[src/rtl/instr_encoder_if.sv]
// rtl/instr_encoder_if.sv - control-bundle handshake interface for instr_encoder
interface instr_encoder_if;
  logic       in_valid;
  logic       in_ready;
  logic       in_regdst;
  logic       in_alusrc;
  logic       in_memtoreg;
  logic       in_regwrite;
  logic       in_memread;
  logic       in_memwrite;
  logic       in_branch;
  logic [1:0] in_aluop;
  logic [2:0] in_rs;
  logic [2:0] in_rt;
  logic [2:0] in_rd;
  logic [3:0] in_funct;
  logic [7:0] in_imm;
  logic       in_last;

  modport master (
    output in_valid, in_regdst, in_alusrc, in_memtoreg, in_regwrite, in_memread,
           in_memwrite, in_branch, in_aluop, in_rs, in_rt, in_rd, in_funct,
           in_imm, in_last,
    input  in_ready
  );

  modport slave (
    input  in_valid, in_regdst, in_alusrc, in_memtoreg, in_regwrite, in_memread,
           in_memwrite, in_branch, in_aluop, in_rs, in_rt, in_rd, in_funct,
           in_imm, in_last,
    output in_ready
  );
endinterface

[src/rtl/instr_encoder.sv]
// rtl/instr_encoder.sv - control bundle to 16-bit instruction encoder and imem loader (option: IMM_RANGE_CHECK_EN)
module instr_encoder #(
  parameter int ADDR_W     = 8,
  parameter int START_ADDR = 0
) (
  input  logic              clk,
  input  logic              rst_n,
  instr_encoder_if.slave    in_if,
  input  logic              restart,
  output logic              mem_we,
  output logic [ADDR_W-1:0] mem_addr,
  output logic [15:0]       mem_wdata,
  output logic [ADDR_W:0]   count,
  output logic              err_illegal,
  output logic              err_range,
  output logic              full,
  output logic              done
);

  localparam logic [ADDR_W:0]   DEPTH = {1'b1, {ADDR_W{1'b0}}};
  localparam logic [ADDR_W-1:0] START = ADDR_W'(START_ADDR);

  typedef enum logic [2:0] {S_IDLE, S_ENC, S_WRITE, S_DONE, S_FULL} state_t;

  state_t            r_state;
  state_t            w_next;
  logic [7:0]        r_key;
  logic [2:0]        r_rs;
  logic [2:0]        r_rt;
  logic [2:0]        r_rd;
  logic [3:0]        r_funct;
  logic [7:0]        r_imm;
  logic              r_last;
  logic [ADDR_W-1:0] r_ptr;
  logic              r_full;
  logic              r_err_ill;
  logic              w_legal;
  logic [2:0]        w_op;
  logic              w_imm_bad;
  logic              w_accept;
  logic [15:0]       w_word;
  logic              w_take;
  logic              w_unused;

  assign w_take      = (r_state == S_IDLE) && in_if.in_valid;
  assign in_if.in_ready = rst_n && (r_state == S_IDLE);
  assign done        = (r_state == S_DONE);
  assign full        = r_full;
  assign err_illegal = r_err_ill;
  assign w_unused    = in_if.in_alusrc ^ r_imm[7];

  // Recover the opcode from the captured control bundle; alusrc is deliberately ignored
  always_comb begin
    w_legal = 1'b1;
    w_op    = 3'b000;
    case (r_key)
      8'b1010_0000: w_op = 3'b000;
      8'b0111_0011: w_op = 3'b100;
      8'b0000_1011: w_op = 3'b101;
      8'b0010_0011: w_op = 3'b111;
      8'b0000_0101: w_op = 3'b110;
      8'b0010_0010: w_op = 3'b001;
      default:      w_legal = 1'b0;
    endcase
  end

  // Immediate legality and word packing; R-type never looks at the immediate
  always_comb begin
    w_imm_bad = 1'b0;
`ifdef IMM_RANGE_CHECK_EN
    w_imm_bad = (w_op != 3'b000) && (r_imm[7] != r_imm[6]);
`endif
    w_accept = w_legal && !w_imm_bad;
    if (w_op == 3'b000) begin
      w_word = {w_op, r_rs, r_rt, r_rd, r_funct};
    end else begin
      w_word = {w_op, r_rs, r_rt, r_imm[6:0]};
    end
  end

  // State register
  always_ff @(posedge clk) begin
    if (!rst_n) begin
      r_state <= S_IDLE;
    end else begin
      r_state <= w_next;
    end
  end

  // Next-state logic; count already includes the word being written while in WRITE
  always_comb begin
    w_next = r_state;
    case (r_state)
      S_IDLE:  if (in_if.in_valid) w_next = S_ENC;
      S_ENC:   begin
        if (w_accept)    w_next = S_WRITE;
        else if (r_last) w_next = S_DONE;
        else             w_next = S_IDLE;
      end
      S_WRITE: begin
        if (r_last)              w_next = S_DONE;
        else if (count == DEPTH) w_next = S_FULL;
        else                     w_next = S_IDLE;
      end
      S_DONE:  if (restart) w_next = S_IDLE;
      S_FULL:  if (restart) w_next = S_IDLE;
      default: w_next = S_IDLE;
    endcase
  end

  // Capture, write port, pointer/count and sticky flags
  always_ff @(posedge clk) begin
    if (!rst_n) begin
      r_key     <= '0;
      r_rs      <= '0;
      r_rt      <= '0;
      r_rd      <= '0;
      r_funct   <= '0;
      r_imm     <= '0;
      r_last    <= 1'b0;
      mem_we    <= 1'b0;
      mem_addr  <= START;
      mem_wdata <= '0;
      r_ptr     <= START;
      count     <= '0;
      r_full    <= 1'b0;
      r_err_ill <= 1'b0;
    end else begin
      mem_we <= 1'b0;
      if (w_take) begin
        r_key   <= {in_if.in_regdst, in_if.in_memtoreg, in_if.in_regwrite, in_if.in_memread,
                    in_if.in_memwrite, in_if.in_branch, in_if.in_aluop};
        r_rs    <= in_if.in_rs;
        r_rt    <= in_if.in_rt;
        r_rd    <= in_if.in_rd;
        r_funct <= in_if.in_funct;
        r_imm   <= in_if.in_imm;
        r_last  <= in_if.in_last;
      end
      if (r_state == S_ENC) begin
        if (w_accept) begin
          mem_we    <= 1'b1;
          mem_addr  <= r_ptr;
          mem_wdata <= w_word;
          r_ptr     <= r_ptr + 1'b1;
          count     <= count + 1'b1;
        end else if (!w_legal) begin
          r_err_ill <= 1'b1;
        end
      end
      if ((r_state == S_WRITE) && (count == DEPTH)) begin
        r_full <= 1'b1;
      end
      if (((r_state == S_DONE) || (r_state == S_FULL)) && restart) begin
        r_ptr     <= START;
        count     <= '0;
        r_full    <= 1'b0;
        r_err_ill <= 1'b0;
      end
    end
  end

`ifdef IMM_RANGE_CHECK_EN
  logic r_err_rng;

  // Sticky range error for a legal non-R-type bundle with an out-of-range immediate
  always_ff @(posedge clk) begin
    if (!rst_n) begin
      r_err_rng <= 1'b0;
    end else if (((r_state == S_DONE) || (r_state == S_FULL)) && restart) begin
      r_err_rng <= 1'b0;
    end else if ((r_state == S_ENC) && w_legal && w_imm_bad) begin
      r_err_rng <= 1'b1;
    end
  end

  assign err_range = r_err_rng;
`else
  assign err_range = 1'b0;
`endif

endmodule

[src/flat_wrapper.sv]
// flat-port wrapper written by rule: the top's interface ports become plain ports
module instr_encoder_flat 
#(
  parameter int ADDR_W     = 8,
  parameter int START_ADDR = 0
)
  (clk, rst_n, restart, mem_we, mem_addr, mem_wdata, count, err_illegal, err_range, full, done, in_if_in_valid, in_if_in_regdst, in_if_in_alusrc, in_if_in_memtoreg, in_if_in_regwrite, in_if_in_memread, in_if_in_memwrite, in_if_in_branch, in_if_in_aluop, in_if_in_rs, in_if_in_rt, in_if_in_rd, in_if_in_funct, in_if_in_imm, in_if_in_last, in_if_in_ready);
  instr_encoder_if in_if_i ();
  input  logic clk;
  input  logic rst_n;
  input  logic restart;
  output logic mem_we;
  output logic [ADDR_W-1:0] mem_addr;
  output logic [15:0] mem_wdata;
  output logic [ADDR_W:0] count;
  output logic err_illegal;
  output logic err_range;
  output logic full;
  output logic done;
  input wire logic [$bits(in_if_i.in_valid)-1:0] in_if_in_valid;
  input wire logic [$bits(in_if_i.in_regdst)-1:0] in_if_in_regdst;
  input wire logic [$bits(in_if_i.in_alusrc)-1:0] in_if_in_alusrc;
  input wire logic [$bits(in_if_i.in_memtoreg)-1:0] in_if_in_memtoreg;
  input wire logic [$bits(in_if_i.in_regwrite)-1:0] in_if_in_regwrite;
  input wire logic [$bits(in_if_i.in_memread)-1:0] in_if_in_memread;
  input wire logic [$bits(in_if_i.in_memwrite)-1:0] in_if_in_memwrite;
  input wire logic [$bits(in_if_i.in_branch)-1:0] in_if_in_branch;
  input wire logic [$bits(in_if_i.in_aluop)-1:0] in_if_in_aluop;
  input wire logic [$bits(in_if_i.in_rs)-1:0] in_if_in_rs;
  input wire logic [$bits(in_if_i.in_rt)-1:0] in_if_in_rt;
  input wire logic [$bits(in_if_i.in_rd)-1:0] in_if_in_rd;
  input wire logic [$bits(in_if_i.in_funct)-1:0] in_if_in_funct;
  input wire logic [$bits(in_if_i.in_imm)-1:0] in_if_in_imm;
  input wire logic [$bits(in_if_i.in_last)-1:0] in_if_in_last;
  output wire logic [$bits(in_if_i.in_ready)-1:0] in_if_in_ready;
  assign in_if_i.in_valid = in_if_in_valid;
  assign in_if_i.in_regdst = in_if_in_regdst;
  assign in_if_i.in_alusrc = in_if_in_alusrc;
  assign in_if_i.in_memtoreg = in_if_in_memtoreg;
  assign in_if_i.in_regwrite = in_if_in_regwrite;
  assign in_if_i.in_memread = in_if_in_memread;
  assign in_if_i.in_memwrite = in_if_in_memwrite;
  assign in_if_i.in_branch = in_if_in_branch;
  assign in_if_i.in_aluop = in_if_in_aluop;
  assign in_if_i.in_rs = in_if_in_rs;
  assign in_if_i.in_rt = in_if_in_rt;
  assign in_if_i.in_rd = in_if_in_rd;
  assign in_if_i.in_funct = in_if_in_funct;
  assign in_if_i.in_imm = in_if_in_imm;
  assign in_if_i.in_last = in_if_in_last;
  assign in_if_in_ready = in_if_i.in_ready;
  instr_encoder #(.ADDR_W(ADDR_W), .START_ADDR(START_ADDR)) u_core (.clk(clk), .rst_n(rst_n), .in_if(in_if_i), .restart(restart), .mem_we(mem_we), .mem_addr(mem_addr), .mem_wdata(mem_wdata), .count(count), .err_illegal(err_illegal), .err_range(err_range), .full(full), .done(done));
endmodule
[config.mk]
export PLATFORM = sky130hd
export DESIGN_NAME = instr_encoder_flat
export DESIGN_NICKNAME = d
export VERILOG_FILES = /design/src/rtl/instr_encoder_if.sv /design/src/rtl/instr_encoder.sv /design/src/flat_wrapper.sv
export SDC_FILE = /design/constraint.sdc
export NUM_CORES = 1
export LEC_CHECK = 0
export CORE_MARGIN = 1.5
export CORE_UTILIZATION = 51
export DETAILED_ROUTE_END_ITERATION = 7
export PLACE_DENSITY_LB_ADDON = 0.3
export SYNTH_ARGS = -nofsm -noshare
export SYNTH_HDL_FRONTEND = slang
export SYNTH_SLANG_ARGS = --single-unit
export TNS_END_PERCENT = 1
[constraint.sdc]
create_clock -name clk -period 2.13 [get_ports clk]
set_clock_uncertainty 0.05 [all_clocks]
set_input_delay 0.3195 -clock clk [delete_from_list [all_inputs] [get_ports clk]]
set_output_delay 0.3195 -clock clk [all_outputs]
set_load 0.01 [all_outputs]
==> flow_summary.yaml <==
run_status:
  outcome: "complete, but fails checks"
  violations: "design-rule violations"
route:
  dr_total_vias: 3131
  firstDrtPassIters: 7
  drt-initial-drc-count: 129
  wl_per_cell_um: 14.33
  drcViolationCount: 4
  finalWirelength_um: 8109
  drt-vias-per-instance: 5.532
  ant_nets: 0
place:
  dpl_cell_area_um2: 4272
  dp_hpwl_um: 5366
  post-place-ws_ns: -0.1010
  dp_cells: 549
  port_buffers: 70
  gp_congestion: 0.8331
sta:
  worst_slack_ns: 0.02239
  period_needed_ns: 2.108
  rsz0062_at_grt: "yes"
  hold_viol: 0
  fmax_mhz: 474.5
  tightest_slew_ns: 0.7258
  setup_viol: 0
  relSlewSlack_pct: 51.50
  post-route-period-util_pct: 98.95
  slew_viol_final: 0
pwr:
  power_leakage_nw: 1.686
  switching_share_pct: 26.67
  max-vdd-ir-drop_uv: 411.2
  p_switching_mw: 0.7586
  p_int_mw: 2.085
  pwr-share-seq_pct: 52.8
  clkPwrFrac_pct: 36.2
  p_per_area_nw_per_um2: 628.1
  share_comb_of_total_power_pct: 11.0
layout:
  post-route-util_pct: 70.50
  syn2layout_area_growth_pct: 32.03
  instances_no_fill: 566
  diodes: 0
  drive_above_1_share_pct: 11.25
  nFillCells: 492
  fin_area_um2: 4528
  fin_nets: 522
clocking:
  cts_hold_buffers: 0
  path_clk_slew_ns: 0.08
  cts_root_buf: "clkbuf_8"
  clock_latency_ns: 0.35
  cts_max_level: 3
  clock_sinks: 76
  cts_setup_buffers: 0
  cts_buffers: 9
  cts_tree: "built"
  clockBufferDepth: 2
grt:
  grt_pass1_wl_um: 13610
  grt_usage_pct: 23.47
  gr-usage-met2_pct: 39.47
  grt_pass1_vias: 2983
  grt_busiest_layer: "met2"
  grtUsageMet3_pct: 6.226
  grt_remaining_overflow: 0
  antenna_found_initial: 0
  grt_start_max_net_pins: 42
  use_met1_pct: 28.16
floorplan:
  coreArea_um2: 6422
  num_rows: 29
  die-height_um: 85.01
  ioPinCount: 74
  initial_core_util_pct: 53.40
  die-width_um: 85.01
  dieArea_um2: 7226
synthesis:
  synthTopCellsByArea: "dfxtp_1 (44%), nand2_1 (13%), a21boi_0 (9.2%)"
  ys_seq_elements: 76
  synth.distinct_cells: 53
  synth_nets: 442
  syn_area_um2: 3430
  synth_warnings: 0
  synthArstFlopShare_pct: 0
  synth_top_area_share_pct: 44.36
  synth_edf_count: 0
  synth_area_leader_cell: "dfxtp_1"
  yosys_most_used_dff: "dfxtp_1"
  syn_inst: 404
  synth_area_per_cell_um2: 8.489
  yosysSeqAreaShare_pct: 44.36
critical_path:
  required_ns: 2.35
  reg2reg_depth: 6
  crit_fanout: 26
  rr_endpoint: "u_core.count[5]"
  crit_arrival_ns: 2.33
  r2r-start: "u_core.r_key[5]"
  cp-start-kind: "register"
  critPathKind: "reg2reg"
  cp-end-kind: "register"
  ff2ff_setup_slack_ns: 0.02
worst_hold_path:
  hold_path_class: "reg2reg"
  min_to: "u_core.mem_addr[4]"
  whs_path_depth: 2
  min-delay-start: "u_core.mem_addr[4]"
flow_run:
  maxCapViolCount: 0
## how the worst max path moves through the flow
stage                                 start             endpoint  slack [ns]  depth (start not counted)
after global placement      u_core.r_key[5]  u_core.mem_wdata[1]       -0.04                          5
after floorplan             u_core.r_key[5]      u_core.count[7]        0.22                          7
after CTS                 u_core.r_state[1]       in_if_in_ready      -0.007                          4
after detailed placement    u_core.r_key[5]  u_core.mem_wdata[5]       -0.10                          5
after global routing        u_core.r_key[5]   u_core.mem_addr[1]       -0.05                          7
final                       u_core.r_key[5]      u_core.count[5]        0.02                          6
## per-stage QoR
| step | hold slack, ns | power (mW) | TNS, ns |
|---|---|---|---|
| floorplan | 0.3935 | 1.697 | 0 |
| global placement | 0.3880 | 1.823 | -0.2676 |
| detailed placement | 0.3958 | 1.832 | -0.7898 |
| CTS | 0.4063 | 2.847 | -0.01085 |
| global route | 0.4350 | 2.957 | -0.2137 |
| finish | 0.4014 | 2.844 | 0 |
## layer usage
layer  vias to the layer above  routed length [µm]  part of all wire [%]
li1                       1565                   -                     -
met3                        12                 514                   6.3
met5                         -                   0                     0
met1                      1470                3525                    43
met4                         0                 125                   1.5
met2                        84                3943                    49
## power by group through the flow
stage	combinational [mW]	clock, mW	sequential, mW
final	0.313	1.03	1.50
after global routing	0.345	1.10	1.51
after CTS	0.309	1.04	1.50
after detailed placement	0.300	0	1.53
after global placement	0.294	0	1.53
after floorplan	0.173	0	1.52
## layout by cell type, fill, tap and decap left out, drive strengths merged, types with 6 or more instances in the layout
| cell | netlist | final |
|---|---|---|
| o21ai | 10 | 10 |
| or4 | 9 | 9 |
| clkdlybuf4s50 | 0 | 69 |
| clkbuf | 14 | 10 |
| dfxtp | 76 | 76 |
| o211ai | 9 | 9 |
| o221ai | 7 | 7 |
| nand3 | 10 | 10 |
| nor2 | 23 | 23 |
| a21oi | 6 | 6 |
| nand2 | 115 | 115 |
| buf | 11 | 23 |
| a21boi | 45 | 45 |
| nand4 | 6 | 6 |
| inv | 8 | 10 |
## area by class of cell
type                            count  area [µm²]  share of cell area (%)
Inverter                            8       30.03                  0.6632
Multi-Input combinational cell    296        1815                   40.09
Clock inverter                      6       46.29                   1.022
Sequential cell                    76        1526                   33.71
Tap cell                           77       96.34                   2.128
Clock buffer                       10       137.6                   3.040
Timing Repair Buffer               93       875.8                   19.34
## registers in the layout, summed over array words and instances (netlist names), 3 cells and up
register          count
u_core.r_rs           3
u_core.mem_wdata     16
u_core.r_funct        4
u_core.r_state        3
u_core.r_rd           3
u_core.r_rt           3
u_core.count          9
u_core.r_key          8
u_core.mem_addr       8
u_core.r_imm          7
u_core.r_ptr          8
## Yosys cell counts, drive strengths merged, types with 3 or more instances
cell type  instances
a21boi            45
o21ai             10
mux2i              3
nor3               4
buf               11
nand3             10
a21oi              6
and3               3
nor2              23
ha                 3
nand2b             3
nor4b              4
dfxtp             76
nand2            115
nor2b              4
nor3b              3
or4                9
inv                8
clkbuf            14
and2               3
o211ai             9
nand4              6
o221ai             7
## cell families after synthesis
| logic type | count (synthesis) | synth area share (%) |
|---|---|---|
| xor+xnor | 3 | 0.7663 |
| flops | 76 | 44.36 |
| fa+ha+maj | 3 | 1.095 |
| simple gates | 196 | 28.20 |
| buf+inv | 33 | 4.597 |
| other cells | 1 | 0.1093 |
| compound gates | 89 | 19.99 |
| mux | 3 | 0.8756 |
## critical path, cell delays in order, from the launching register on
cell	delay, ns
dfxtp_2	0.35
and4bb_1	0.32
o21ai_4	0.10
buf_4	0.17
o311a_4	0.43
or4_1	0.53
o21ai_0	0.08
## repair_timing
action	CTS	global route
cloned	1	0
endpoints found under the setup margin	23	31
pin swaps	1	5
gates resized for setup	4	9
(Power assumes the default switching activity.)
